<file path="config.mk">
export PLATFORM = sky130hd
export DESIGN_NAME = pe_8ip_ctrl_seq_flat
export DESIGN_NICKNAME = d
export VERILOG_FILES = /design/src/rtl/pe_8ip_ctrl_seq_if.sv /design/src/rtl/pe_8ip_ctrl_seq.sv /design/src/flat_wrapper.sv
export SDC_FILE = /design/constraint.sdc
export NUM_CORES = 1
export LEC_CHECK = 0
export BUFFER_PORTS_ARGS = -buffer_cell sky130_fd_sc_hd__buf_2
export CAP_MARGIN = 20
export CORE_UTILIZATION = 30
export DETAILED_ROUTE_END_ITERATION = 10
export GPL_ROUTABILITY_DRIVEN = 0
export SYNTH_ARGS = -nofsm -noshare
export SYNTH_HDL_FRONTEND = slang
export SYNTH_SLANG_ARGS = --single-unit
</file>
<file path="constraint.sdc">
create_clock -name clock -period 3 [get_ports clock]
set_input_delay 0.6 -clock clock [delete_from_list [all_inputs] [get_ports clock]]
set_output_delay 0.6 -clock clock [all_outputs]
set_load 0.1 [all_outputs]
</file>
<file path="src/rtl/pe_8ip_ctrl_seq_if.sv">
// rtl/pe_8ip_ctrl_seq_if.sv - scheduler command handshake and PE_8IP control bundle
interface pe_8ip_ctrl_seq_if;
    logic        start;
    logic        cmd_use_int;
    logic        cmd_l1_sub;
    logic        abort;
    logic [31:0] pe_out;
    logic [19:0] io_m_sel;
    logic [1:0]  io_addsub_0_op;
    logic [1:0]  io_addsub_1_op;
    logic        io_use_int;
    logic [2:0]  io_rounding;
    logic        io_tininess;
    logic        busy;
    logic        done;
    logic [31:0] result;

    modport master (
        output start, cmd_use_int, cmd_l1_sub, abort, pe_out,
        input  io_m_sel, io_addsub_0_op, io_addsub_1_op, io_use_int,
               io_rounding, io_tininess, busy, done, result
    );

    modport slave (
        input  start, cmd_use_int, cmd_l1_sub, abort, pe_out,
        output io_m_sel, io_addsub_0_op, io_addsub_1_op, io_use_int,
               io_rounding, io_tininess, busy, done, result
    );
endinterface

</file>
<file path="src/rtl/pe_8ip_ctrl_seq.sv">
// rtl/pe_8ip_ctrl_seq.sv - three-phase PE_8IP control sequencer (L1, aggregation, drain)
module pe_8ip_ctrl_seq #(
    parameter int L1_CYCLES    = 30,
    parameter int AGGR_CYCLES  = 76,
    parameter int DRAIN_CYCLES = 2,
    parameter int CNT_W        = 8
) (
    input logic                clock,
    input logic                reset,
    pe_8ip_ctrl_seq_if.slave   bus
);
    typedef enum logic [2:0] {IDLE, L1, AGGR, STOP, DONE} state_t;

    // Two select bits per mux: m0-3 in [7:0], m4-7 in [15:8], m8-9 in [19:16]
    localparam logic [19:0] SEL_IDLE = 20'hAFFFF;
    localparam logic [19:0] SEL_L1   = 20'h00055;
    localparam logic [19:0] SEL_AGGR = 20'h0AA55;

    localparam logic [CNT_W-1:0] L1_LOAD    = CNT_W'(L1_CYCLES - 1);
    localparam logic [CNT_W-1:0] AGGR_LOAD  = CNT_W'(AGGR_CYCLES - 1);
    localparam logic [CNT_W-1:0] DRAIN_LOAD = CNT_W'(DRAIN_CYCLES - 1);

    state_t           state;
    logic [CNT_W-1:0] cnt;

    assign bus.io_tininess = 1'b1;

    always_ff @(posedge clock or posedge reset) begin
        if (reset) begin
            state              <= IDLE;
            cnt                <= '0;
            bus.io_m_sel       <= SEL_IDLE;
            bus.io_addsub_0_op <= 2'b00;
            bus.io_addsub_1_op <= 2'b00;
            bus.io_use_int     <= 1'b0;
            bus.io_rounding    <= 3'b100;
            bus.result         <= 32'h0;
            bus.done           <= 1'b0;
            bus.busy           <= 1'b0;
        end else begin
            bus.done <= 1'b0;
            case (state)
                IDLE: begin
                    if (bus.start) begin
                        state              <= L1;
                        cnt                <= L1_LOAD;
                        bus.busy           <= 1'b1;
                        bus.io_m_sel       <= SEL_L1;
                        bus.io_addsub_0_op <= {1'b0, bus.cmd_l1_sub};
                        bus.io_addsub_1_op <= {1'b0, bus.cmd_l1_sub};
                        bus.io_use_int     <= bus.cmd_use_int;
                        bus.io_rounding    <= bus.cmd_use_int ? 3'b111 : 3'b100;
                    end
                end
                L1, AGGR, STOP: begin
                    // Abort takes priority over a phase ending on the same edge
                    if (bus.abort) begin
                        state              <= IDLE;
                        cnt                <= '0;
                        bus.busy           <= 1'b0;
                        bus.io_m_sel       <= SEL_IDLE;
                        bus.io_addsub_0_op <= 2'b00;
                        bus.io_addsub_1_op <= 2'b00;
                    end else if (cnt != '0) begin
                        cnt <= cnt - 1'b1;
                    end else if (state == L1) begin
                        state              <= AGGR;
                        cnt                <= AGGR_LOAD;
                        bus.io_m_sel       <= SEL_AGGR;
                        bus.io_addsub_0_op <= 2'b00;
                        bus.io_addsub_1_op <= 2'b00;
                    end else if (state == AGGR) begin
                        state        <= STOP;
                        cnt          <= DRAIN_LOAD;
                        bus.io_m_sel <= SEL_IDLE;
                    end else begin
                        state      <= DONE;
                        bus.result <= bus.pe_out;
                        bus.done   <= 1'b1;
                    end
                end
                DONE: begin
                    state    <= IDLE;
                    bus.busy <= 1'b0;
                end
                default: begin
                    state    <= IDLE;
                    cnt      <= '0;
                    bus.busy <= 1'b0;
                end
            endcase
        end
    end
endmodule

</file>
<file path="src/flat_wrapper.sv">
// flat-port wrapper written by rule: the top's interface ports become plain ports
module pe_8ip_ctrl_seq_flat 
#(
    parameter int L1_CYCLES    = 30,
    parameter int AGGR_CYCLES  = 76,
    parameter int DRAIN_CYCLES = 2,
    parameter int CNT_W        = 8
)
  (clock, reset, bus_start, bus_cmd_use_int, bus_cmd_l1_sub, bus_abort, bus_pe_out, bus_io_m_sel, bus_io_addsub_0_op, bus_io_addsub_1_op, bus_io_use_int, bus_io_rounding, bus_io_tininess, bus_busy, bus_done, bus_result);
  pe_8ip_ctrl_seq_if bus_i ();
  input logic clock;
  input logic reset;
  input wire logic [$bits(bus_i.start)-1:0] bus_start;
  input wire logic [$bits(bus_i.cmd_use_int)-1:0] bus_cmd_use_int;
  input wire logic [$bits(bus_i.cmd_l1_sub)-1:0] bus_cmd_l1_sub;
  input wire logic [$bits(bus_i.abort)-1:0] bus_abort;
  input wire logic [$bits(bus_i.pe_out)-1:0] bus_pe_out;
  output wire logic [$bits(bus_i.io_m_sel)-1:0] bus_io_m_sel;
  output wire logic [$bits(bus_i.io_addsub_0_op)-1:0] bus_io_addsub_0_op;
  output wire logic [$bits(bus_i.io_addsub_1_op)-1:0] bus_io_addsub_1_op;
  output wire logic [$bits(bus_i.io_use_int)-1:0] bus_io_use_int;
  output wire logic [$bits(bus_i.io_rounding)-1:0] bus_io_rounding;
  output wire logic [$bits(bus_i.io_tininess)-1:0] bus_io_tininess;
  output wire logic [$bits(bus_i.busy)-1:0] bus_busy;
  output wire logic [$bits(bus_i.done)-1:0] bus_done;
  output wire logic [$bits(bus_i.result)-1:0] bus_result;
  assign bus_i.start = bus_start;
  assign bus_i.cmd_use_int = bus_cmd_use_int;
  assign bus_i.cmd_l1_sub = bus_cmd_l1_sub;
  assign bus_i.abort = bus_abort;
  assign bus_i.pe_out = bus_pe_out;
  assign bus_io_m_sel = bus_i.io_m_sel;
  assign bus_io_addsub_0_op = bus_i.io_addsub_0_op;
  assign bus_io_addsub_1_op = bus_i.io_addsub_1_op;
  assign bus_io_use_int = bus_i.io_use_int;
  assign bus_io_rounding = bus_i.io_rounding;
  assign bus_io_tininess = bus_i.io_tininess;
  assign bus_busy = bus_i.busy;
  assign bus_done = bus_i.done;
  assign bus_result = bus_i.result;
  pe_8ip_ctrl_seq #(.L1_CYCLES(L1_CYCLES), .AGGR_CYCLES(AGGR_CYCLES), .DRAIN_CYCLES(DRAIN_CYCLES), .CNT_W(CNT_W)) u_core (.clock(clock), .reset(reset), .bus(bus_i));
endmodule
</file>
==> results.py <==
metrics = {
    "run_status": {
        "status": "complete, no violations",
    },
    "clock_tree": {
        "cts_tree": "yes",
        "cts_sinks": 49,
        "cts_buffers": 5,
        "clkLatencyLatePin_ns": 0.30,
        "clk_pin_slew_worst_paths_ns": 0.09,
        "cts_resized": 0,
        "cts_buffer_depth": 2,
        "cts_max_level": 2,
        "post_cts_buffers": 0,
        "cts_hold_buf": 0,
        "ctsRootBufferMaster": "clkbuf_8",
    },
    "synth": {
        "netlist_top_cells_count": "dfrtp_1, mux2_4, buf_4",
        "ys_warn_count": 0,
        "synth_edf_count": 0,
        "synth_top_area_cell": "dfrtp_1",
        "ys_top_cells_by_area": "dfrtp_1, mux2_4, buf_4",
        "postSynthAreaPerCell_um2": 12.5,
        "synthFlopType": "dfrtp_1",
        "synthCells": 199,
        "yosysMostFrequentCell": "dfrtp_1",
        "async_flop_share": 1.00,
        "synth_top_area_frac": 0.472,
        "synth-seq-cells": 49,
        "syn_area_um2": 2490,
        "ys_seq_area_frac": 0.493,
        "synth_cell_type_count": 41,
    },
    "die": {
        "io_pins": 101,
        "die_y_um": 93.2,
        "rows": 32,
        "die_x_um": 93.2,
        "coreArea_um2": 7890,
        "initial_core_util": 0.316,
        "die_area_um2": 8680,
    },
    "timing": {
        "slew_violations": 0,
        "fin_skew_ns": 0.0103,
        "period_needed_ns": 2.48,
        "hold_ws_ns": 0.232,
        "fmax_mhz": 403,
        "finalSetupTns_ns": 0,
        "rsz0062_at_grt": "false",
        "setup_viol": 0,
        "worst_pin_slew_ns": 0.719,
        "min_period_over_period": 0.827,
        "finalHoldViolCount": 0,
        "relSlewSlack": 0.517,
    },
    "setup_path": {
        "cpLargestDelayFamily": "simple AND/OR/NAND/NOR gates",
        "critical_path_required_ns": 3.18,
        "start_kind": "register",
        "path_buf_inv": 2,
        "cp.arrival_ns": 2.66,
        "critPathSlowestCell": "or3_2",
        "crit_path_cell_trace": "inv_1 > ha_1 > or4b_4 > or3_2 > buf_4 > mux2_4",
        "critPathMaxFanout": 33,
        "max_stage_delay_ns": 0.50,
        "end_kind": "register",
        "crit_type": "register to register",
    },
    "detailed_routing": {
        "vias_per_cell": 4.51,
        "firstDrtPassIters": 4,
        "final_antenna_net_count": 0,
        "routed_wl_mm": 4.85,
        "drt-initial-drc-count": 113,
        "post_drt_wl_per_cell_um": 12.8,
        "num_vias": 1703,
        "route.detailed.drc": 0,
    },
    "placement": {
        "place.detailed.hpwl_mm": 3.46,
        "port_buffers": 90,
    },
    "global_routing": {
        "use_met3": 0.0333,
        "met1_usage": 0.145,
        "busiest_layer": "met2",
        "grt_max_degree": 50,
        "grtUsageMet2": 0.177,
        "grt_pass1_wl_mm": 7.50,
        "grt_pass1_vias": 1557,
        "grt_remaining_overflow": 0,
        "grt_usage": 0.111,
        "antenna_found_initial": 0,
    },
    "finish": {
        "drive_above_1_share": 0.518,
        "syn_to_final_growth_pct": 19.5,
        "layout.nets": 316,
        "diodes": 0,
        "n_fill_cell": 792,
    },
    "job": {
        "drv_cap": 0,
    },
    "worst_hold_path": {
        "hp-class": "primary input to async pin",
    },
}
-- cells by family (layout without fill, tap and decap cells) --
kind of cell / Yosys count / in the layout / synth area share
AO/OA/AOI/OAI: 31 / 31 / 0.0878
XOR/XNOR: 1 / 1 / 0.00351
adder cells (fa/ha/maj): 2 / 2 / 0.0100
buffers and inverters: 40 / 109 / 0.120
flip-flops: 49 / 49 / 0.493
multiplexers: 35 / 35 / 0.201
other: 2 / 10 / 0.00301
AND/OR/NAND/NOR: 39 / 39 / 0.0818
-- per-layer routing --
layer	routed length [µm]	part of all wire
met1	2240	0.46
met2	2210	0.46
met3	352	0.073
met4	50	0.010
met5	0	0
-- through the flow --
stage	util	setup WS, ns	instances	instance area, µm²
floorplan	-	0.833	207	2520
CTS	0.375	0.510	377	2960
finish	0.378	0.518	378	2980
detailed placement	0.362	0.543	370	2860
global route	0.378	0.436	378	2980
global placement	0.362	0.582	370	2860
-- worst paths after layout --
path	slack [ns]	cells past startpoint	startpoint	end
setup / recovery	0.52	6	u_core.cnt[0]$_DFFE_PP0P_	u_core.bus.result[29]$_DFFE_PP0P_
hold / removal	0.23	2	reset	u_core.bus.result[9]$_DFFE_PP0P_
setup reg to reg	0.52	6	u_core.cnt[0]$_DFFE_PP0P_	u_core.bus.result[29]$_DFFE_PP0P_
hold reg to reg	0.51	1	u_core.bus.result[26]$_DFFE_PP0P_	u_core.bus.result[26]$_DFFE_PP0P_
max in group asynchronous	2.22	3	reset	u_core.bus.io_m_sel[17]$_DFFE_PP1P_
min in group clock	0.51	1	u_core.bus.result[26]$_DFFE_PP0P_	u_core.bus.result[26]$_DFFE_PP0P_
-- layout by cell type (no fill, tap or decap), drive strengths merged, types with 2 or more instances in the layout --
cell type,netlist,routed
o32ai,2,2
dfrtp,47,47
or2,2,2
o21ai,6,6
mux2i,2,2
mux2,33,33
nand3b,2,2
or3,2,2
nand3,4,4
clkbuf,3,5
conb,2,10
nor2,9,9
o31ai,2,2
a22o,2,2
nor3,2,2
inv,8,8
ha,2,2
buf,29,94
a221oi,3,3
a21oi,6,6
a21boi,2,2
dfstp,2,2
nand2,12,12
-- area by class of cell --
class / count / area, µm² / share of cell area
repair buffers: 94 / 493 / 0.165
inverters: 8 / 30.0 / 0.0101
flip-flops and latches: 49 / 1230 / 0.412
clock buffers: 5 / 68.8 / 0.0231
well taps: 102 / 128 / 0.0428
multi-input cells: 118 / 996 / 0.334
clock inverters: 2 / 35.0 / 0.0118
-- registers in the layout (all words and copies together), names as in the netlist --
register,count
u_core.bus.done,1
u_core.bus.result,32
u_core.bus.busy,1
u_core.bus.io_m_sel,2
u_core.bus.io_addsub_0_op,1
u_core.cnt,8
u_core.state,3
u_core.bus.io_rounding,1
Power is left out: the tool's default activity adds up to more than one toggle a clock period on the data nets, which glitch-free logic cannot reach.
